**src/rtl/dcmi_fifo_tx.sv**
```systemverilog
// rtl/dcmi_fifo_tx.sv - DCMI master transmitter with internal FIFO and frame snapshot
// Streams one DSYNC-framed burst of the words present at START onto DATA/DCLK.
module dcmi_fifo_tx #(
  parameter int DW    = 8,
  parameter int DEPTH = 16,
  parameter int DIV   = 2,
  parameter int GAP   = 2
) (
  input  logic                       Clk,
  input  logic                       Rst,
  input  logic [DW-1:0]              DI,
  input  logic                       WR,
  input  logic                       START,
  input  logic                       CLR,
  output logic [DW-1:0]              DATA,
  output logic                       DSYNC,
  output logic                       DCLK,
  output logic                       FULL,
  output logic                       EMPTY,
  output logic [$clog2(DEPTH):0]     LEVEL,
  output logic                       BUSY,
  output logic                       OVF
);

  localparam int AW  = $clog2(DEPTH);
  localparam int LW  = AW + 1;
  localparam int DCW = $clog2(DIV + 1);
  localparam int GCW = $clog2(GAP + 1);

  typedef enum logic [1:0] {S_IDLE, S_LEAD, S_DATA, S_TRAIL} state_t;

  logic [DW-1:0]  mem [DEPTH];
  logic [AW-1:0]  wr_ptr_q, rd_ptr_q;
  logic [LW-1:0]  level_q, level_d;
  logic           full_q, empty_q, ovf_q;

  state_t         state_q;
  logic [DCW-1:0] div_q;
  logic [LW-1:0]  n_q, cnt_q;
  logic [GCW-1:0] gap_q;
  logic           dclk_q, dsync_q, busy_q;
  logic [DW-1:0]  data_q;

  logic tick, fall, wr_en, pop;

  always_comb begin
    tick    = (state_q != S_IDLE) && (div_q == DCW'(DIV - 1));
    fall    = tick && dclk_q;
    wr_en   = WR && !full_q && !CLR;
    pop     = !CLR && fall &&
              ((state_q == S_LEAD) || ((state_q == S_DATA) && (cnt_q < n_q)));
    level_d = level_q + LW'(wr_en) - LW'(pop);
  end

  always_ff @(posedge Clk) begin
    if (wr_en) mem[wr_ptr_q] <= DI;
  end

  // FULL is the registered flag, so a same-cycle pop never frees room for a blocked write
  always_ff @(posedge Clk or posedge Rst) begin
    if (Rst) begin
      wr_ptr_q <= '0;
      rd_ptr_q <= '0;
      level_q  <= '0;
      full_q   <= 1'b0;
      empty_q  <= 1'b1;
      ovf_q    <= 1'b0;
    end else if (CLR) begin
      wr_ptr_q <= '0;
      rd_ptr_q <= '0;
      level_q  <= '0;
      full_q   <= 1'b0;
      empty_q  <= 1'b1;
      ovf_q    <= 1'b0;
    end else begin
      if (wr_en) wr_ptr_q <= wr_ptr_q + 1'b1;
      if (pop)   rd_ptr_q <= rd_ptr_q + 1'b1;
      level_q <= level_d;
      full_q  <= (level_d == LW'(DEPTH));
      empty_q <= (level_d == '0);
      if (WR && full_q) ovf_q <= 1'b1;
    end
  end

  always_ff @(posedge Clk or posedge Rst) begin
    if (Rst) begin
      state_q <= S_IDLE;
      div_q   <= '0;
      dclk_q  <= 1'b0;
      dsync_q <= 1'b0;
      busy_q  <= 1'b0;
      data_q  <= '0;
      n_q     <= '0;
      cnt_q   <= '0;
      gap_q   <= '0;
    end else if (CLR) begin
      state_q <= S_IDLE;
      div_q   <= '0;
      dclk_q  <= 1'b0;
      dsync_q <= 1'b0;
      busy_q  <= 1'b0;
    end else if (state_q == S_IDLE) begin
      if (START && !empty_q) begin
        n_q     <= level_q;
        cnt_q   <= '0;
        div_q   <= '0;
        dsync_q <= 1'b1;
        busy_q  <= 1'b1;
        state_q <= S_LEAD;
      end
    end else begin
      if (tick) begin
        div_q  <= '0;
        dclk_q <= !dclk_q;
      end else begin
        div_q <= div_q + 1'b1;
      end
      if (fall) begin
        unique case (state_q)
          S_LEAD: begin
            data_q  <= mem[rd_ptr_q];
            cnt_q   <= LW'(1);
            state_q <= S_DATA;
          end
          S_DATA: begin
            if (cnt_q < n_q) begin
              data_q <= mem[rd_ptr_q];
              cnt_q  <= cnt_q + 1'b1;
            end else begin
              dsync_q <= 1'b0;
              gap_q   <= '0;
              state_q <= S_TRAIL;
            end
          end
          S_TRAIL: begin
            if (gap_q == GCW'(GAP - 1)) begin
              busy_q  <= 1'b0;
              state_q <= S_IDLE;
            end else begin
              gap_q <= gap_q + 1'b1;
            end
          end
          default: state_q <= S_IDLE;
        endcase
      end
    end
  end

  assign DATA  = data_q;
  assign DSYNC = dsync_q;
  assign DCLK  = dclk_q;
  assign FULL  = full_q;
  assign EMPTY = empty_q;
  assign LEVEL = level_q;
  assign BUSY  = busy_q;
  assign OVF   = ovf_q;

endmodule

```
**config.mk**
```make
export PLATFORM = sky130hd
export DESIGN_NAME = dcmi_fifo_tx
export DESIGN_NICKNAME = d
export VERILOG_FILES = /design/src/rtl/dcmi_fifo_tx.sv
export SDC_FILE = /design/constraint.sdc
export NUM_CORES = 1
export LEC_CHECK = 0
export ABC_AREA = 1
export BUFFER_PORTS_ARGS = -buffer_cell sky130_fd_sc_hd__buf_4
export CORE_ASPECT_RATIO = 0.75
export CORE_MARGIN = 2
export CORE_UTILIZATION = 36
export CTS_CLUSTER_SIZE = 30
export DETAILED_ROUTE_END_ITERATION = 8
export PLACE_DENSITY = 0.52
export SLEW_MARGIN = 15
export SYNTH_ARGS = -nofsm -noshare
export SYNTH_HDL_FRONTEND = slang
export SYNTH_SLANG_ARGS = --single-unit
```
**constraint.sdc**
```tcl
create_clock -name Clk -period 2.6 [get_ports Clk]
set_clock_uncertainty 0.2 [all_clocks]
set_input_delay 0.13 -clock Clk [delete_from_list [all_inputs] [get_ports Clk]]
set_output_delay 0.13 -clock Clk [all_outputs]
set_load 0.01 [all_outputs]
```
; ---- Word level (Yosys, flattened, before mapping)
; Memories as Yosys holds them, arrays and structs flattened.
; Index checks and enable logic that the tools add are counted.
[totals]
reg_bits = 43
ramBits = 128
in_bits = 13
output_inout_bits = 19
word_cells = 125
memories = 1
[mem_list]
columns = memory, depth, width, rd, rd_clocked_by_memory_dff, wr, line
row1 = mem, 16, 8, 1, 0, 1, 32  ; logic [DW-1:0] mem [DEPTH];
[op_classes]
addsub = 7
magnitude_cmp = 1
n_eq_ne = 16
muxes = 46
n_bitwise = 2
n_reduce_logical = 37
[ops]
columns = op, n
row1 = 5-bit 2-to-1 mux, 5
row2 = 2-bit 2-to-1 mux, 12
row3 = 1-bit 2-to-1 mux, 20
row4 = 4-bit 2-to-1 mux, 4
row5 = 8-bit case mux with 2 select lines, 1
row6 = 2-bit nonzero test, 8
row7 = 3-bit nonzero test, 5
row8 = 4-bit AND reduction, 3
row9 = 5-bit case mux with 2 select lines, 1
row10 = 5-bit AND reduction, 2
row11 = 1-bit logical AND, 9
row12 = 4-bit by 1-bit adder with 4-bit output (second input constant), 2
row13 = 8-bit 2-to-1 mux, 1
row14 = 2-bit by 1-bit == test with 1-bit output (second input constant), 3
row15 = 2-bit inequality test (second input constant), 3
row16 = 3-bit by 2-bit inequality test with 1-bit output (second input constant), 2
row17 = 2-bit case mux with 3 select lines, 1
row18 = 6-bit AND reduction, 1
row19 = 5-bit by 1-bit adder with 5-bit output, 1
row20 = 5-bit by 1-bit adder with 5-bit output (second input constant), 1
row21 = 5-bit == test (second input constant), 1
row22 = 5-bit logical NOT, 1
row23 = 5-bit less-than comparator, 1
row24 = 5-bit by 1-bit subtractor with 5-bit output, 1
row25 = 13 further kinds, 20

; ---- Longest topological paths before layout
[logic_depth]
depth_word = 8
depth_mapped = 18
depth_no_buf = 18

; ---- Least setup slack after synthesis
; Ideal clock, no wire load.
[synth_path]
path_kind = register -> register
startpoint = register cnt_q[4]
endpoint = register full_q (netlist: FULL)
setup_time_ns = 0.086
arrival_ns = 2.591
required_time_ns = 2.314
path_slack_ns = -0.277
path_stages_with_launch = 17
n_path_buf = 0
period_less_slack_ns = 2.877
path_cell_list = dfrtp_1 ha_1 nand2_1 nor2_1 nand2_1 nand4_1 nand2_1 nand2_1 inv_1 ha_1 inv_1 ha_1 fa_1 xor2_1 nor3_1 nand2_1 nor3_1
[synth_between]
elab_chain_cells = 7
[synth_lines]
columns = element, line
row1 = "start, declared", 39  ; logic [LW-1:0] n_q, cnt_q;
row2 = "start signal, assigned", 128  ; cnt_q <= cnt_q + 1'b1;
row3 = 5-bit less-than comparator, 51  ; ((state_q == S_LEAD) || ((state_q == S_DATA) && (cnt_q < n_q)));
row4 = 1-bit logical AND, 51
row5 = 1-bit logical OR, 51
row6 = 1-bit logical AND, 50  ; pop = !CLR && fall &&
row7 = 5-bit by 1-bit subtractor with 5-bit output, 52  ; level_d = level_q + LW'(wr_en) - LW'(pop);
row8 = 5-bit == test, 79  ; full_q <= (level_d == LW'(DEPTH));
row9 = 1-bit 2-to-1 mux, 68  ; end else if (CLR) begin
row10 = "end signal, assigned", 79
row11 = "end, declared", 35  ; logic full_q, empty_q, ovf_q;
; No other way between the ends.
; A chain may end at the register's enable or synchronous reset.

; ---- Worst setup path after layout
; Same ends and word-level chain as after synthesis.

==> results.yml <==
global_routing:
  grt_pass1_wl_um: 28900
  gr-total-overflow: 0
  met2_usage_pct: 26.7
  antenna_found_initial: 0
  busiest_layer: "met2"
  grt_max_degree: 80
  grt_usage_pct: 17.5
  grtUsageMet1_pct: 25.7
  grt.met3_usage_pct: 3.24
  first_global_vias: 5232
synthesis:
  avgSynthCellArea_um2: 10.5
  syn_area_um2: 7570
  syn-num-nets: 757
  ys_types: 33
  synth_warnings: 0
  yosys_register_bits: 171
  synthCells: 723
  ys_seq_area_share_pct: 65.0
power:
  p_per_area_nw_per_um2: 761
  worst_ir_drop_vdd_uv: 368
  leakage_nw: 3.84
route:
  vias: 5330
  drt-pass1-iter-count: 5
  avgRoutedWirePerCell_um: 16.5
  drt_wl_total_um: 18400
  via_per_inst: 4.80
  drcViolationCount: 0
  ant_nets: 0
  drt-initial-drc-count: 457
sta:
  finalHoldViolCount: 0
  finalCriticalPeriod_ps: 2890
  fin_ws_ps: -291
  max_slew_margin_pct: 67.3
  fmax_ghz: 0.346
  rsz0062_at_grt: "true"
  finalSetupViolCount: 6
  tns_ps: -1340
  worst_slew_pin_slew_ps: 490
  fin_crit_sh_pct: 111
  drv_slew: 0
critical_path:
  timing.rr.start: "cnt_q[4]"
  r2r-end: "FULL"
  end_kind: "flop"
  crit_path_start_kind: "flop"
  worst-r2r-setup-slack_ps: -290
  worstPathMaxFanout: 2
  critical_path_required_ps: 2750
  crit_arrival_ps: 3040
  rr_worst_depth: 16
  critPathKind: "reg -> reg"
floorplan:
  initial_core_util_pct: 37.0
  dieArea_um2: 22200
  io_pins: 32
  rows: 45
  dieHeight_um: 130
  coreArea_um2: 20400
  dieWidth_um: 171
min_path:
  worstHoldPathType: "in -> async"
placed_design:
  hpwl_um: 12200
  place_congestion: 0.844
  pre_cts_ws_ps: -332
  port_buffers: 31
finish:
  n_antenna_cell: 0
  drive_gt1_share_pct: 19.4
  nNetsFinal: 850
  area_growth_syn_to_layout_pct: 22.3
  finish.utilization_pct: 45.3
status:
  status: "complete, but fails checks"
  violations: "setup timing"
flow_run:
  max_cap_violations: 0
clock_tree:
  clock_latency_ps: 430
  tritoncts: "yes"
  htreeDepth: 4
  cts.clk_slew.worst_paths_ps: 70
  cts_made_buffers: 17
  clk_path_buf_depth: 2
  cts.sinks: 171
  clock-root-buffer: "clkbuf_16"
[through the flow]
stage	total power, mW	hold slack [ps]	cell area, um2	std cells
after floorplan	3.95	28.9	7600	723
after detailed placement	4.41	-63.3	8360	1053
final	7.05	53.8	9260	1110
after global routing	7.36	83.5	9260	1110
after global placement	4.37	-69.1	8360	1053
after CTS	6.96	41.3	9160	1104
[layout by cell type, fill, tap and decap left out, types with 2 or more instances in the layout]
master	count
clkbuf_16	17
clkinvlp_4	2
nor2_2	4
nand3_1	56
nand3_2	3
ha_1	16
inv_1	60
dlygate4sd3_1	11
o21a_1	2
clkinv_4	2
xor2_1	5
o21ai_0	39
nand2_2	6
nand2_1	177
inv_6	2
inv_2	12
dfrtp_1	41
clkinv_2	4
bufinv_16	2
a21oi_1	37
o21ai_1	6
nor2_4	2
edfxtp_1	128
ha_4	4
nand4_1	4
buf_4	86
xor2_2	2
nor3_2	2
nor2_1	67
o211ai_1	3
nor3_1	11
[worst max-delay path, cell delays in order (launching register included)]
cell and delay (ps):
dfrtp_1 420, ha_4 300, nand2_2 60, nor2_1 80
nand2_1 70, nand4_1 100, nand2_1 90, nand2_2 80
inv_2 60, ha_4 260, inv_2 40, ha_4 160
fa_2 390, xor2_2 170, nor3_2 100, nand2_1 100
nor3_2 150
[state kept, by name (all words and copies together) (netlist names)]
register	flops
FULL	1
EMPTY	1
DSYNC	1
LEVEL	5
DATA	8
cnt_q	5
DCLK	1
BUSY	1
OVF	1
div_q	2
rd_ptr_q	4
n_q	5
gap_q	2
mem	128
wr_ptr_q	4
state_q	2
[final cells by class]
type / instances / area, um2
Sequential cell: 171 / 4920
Timing Repair Buffer: 99 / 787
Tap cell: 282 / 353
Clock buffer: 17 / 425
Multi-Input combinational cell: 455 / 2360
Inverter: 72 / 270
Clock inverter: 14 / 145
Fill cell: 1867 / 11200
[worst max-delay path by stage]
stage	depth (start not counted)	to	from	slack [ps]
floorplan	16	FULL	cnt_q[4]	-160
global placement	16	FULL	cnt_q[4]	-210
detailed placement	16	FULL	cnt_q[4]	-330
CTS	16	FULL	cnt_q[4]	-240
global route	18	EMPTY	n_q[2]	-460
finish	16	FULL	cnt_q[4]	-290
[layer usage]
layer	routed length, um	vias to the layer above
li1	-	2603
met1	9040	2596
met2	8280	116
met3	861	15
met4	171	0
met5	0	-
[cells in the mapped netlist]
| library cell | n | share of area [%] |
|---|---|---|
| nor3_1 | 13 | 0.86 |
| clkbuf_1 | 4 | 0.20 |
| o211ai_1 | 3 | 0.30 |
| buf_6 | 3 | 0.45 |
| mux2_2 | 1 | 0.15 |
| o21a_1 | 2 | 0.20 |
| buf_1 | 1 | 0.050 |
| dfrtp_1 | 42 | 14 |
| xnor2_1 | 1 | 0.12 |
| buf_4 | 4 | 0.40 |
| a211oi_2 | 1 | 0.17 |
| fa_1 | 1 | 0.26 |
| xor2_1 | 7 | 0.81 |
| ha_1 | 20 | 3.3 |
| nor2_4 | 2 | 0.30 |
| inv_2 | 5 | 0.25 |
| buf_2 | 12 | 0.79 |
| clkbuf_2 | 1 | 0.066 |
| nand3_1 | 59 | 3.9 |
| nor4_1 | 1 | 0.083 |
| o21ai_1 | 6 | 0.40 |
| nand4_2 | 1 | 0.17 |
| inv_1 | 67 | 3.3 |
| nand4_1 | 4 | 0.33 |
| a32oi_1 | 1 | 0.12 |
| nor2_1 | 71 | 3.5 |
| nor2_8 | 1 | 0.26 |
| nand2_1 | 180 | 8.9 |
| o21ai_0 | 39 | 2.6 |
| dfstp_2 | 1 | 0.35 |
| a21oi_1 | 38 | 2.5 |
| nand2_2 | 3 | 0.25 |
| edfxtp_1 | 128 | 51 |
[cells by family after synthesis]
group	count (synthesis)	share of synthesized area (%)
fa+ha+maj	21	3.57
buf+inv	97	5.52
compound gates	90	6.26
flops	171	65.0
mux	1	0.149
simple gates	335	18.6
xor+xnor	8	0.925
[what timing repair did]
| action | CTS | global route |
|---|---|---|
| endpoints found under the hold margin | 179 | 0 |
| resized for setup | 9 | 12 |
| pin swaps | 12 | 11 |
| hold buffers | 11 | 0 |
| setup buffers | 9 | 7 |
| setup endpoints to repair | 5 | 6 |
[power by group]
group | switching [mW] | internal (mW)
registers | 0.106 | 3.11
logic | 0.763 | 0.580
clock network | 1.07 | 1.41
No activity file was read; power rests on OpenSTA's default activity.
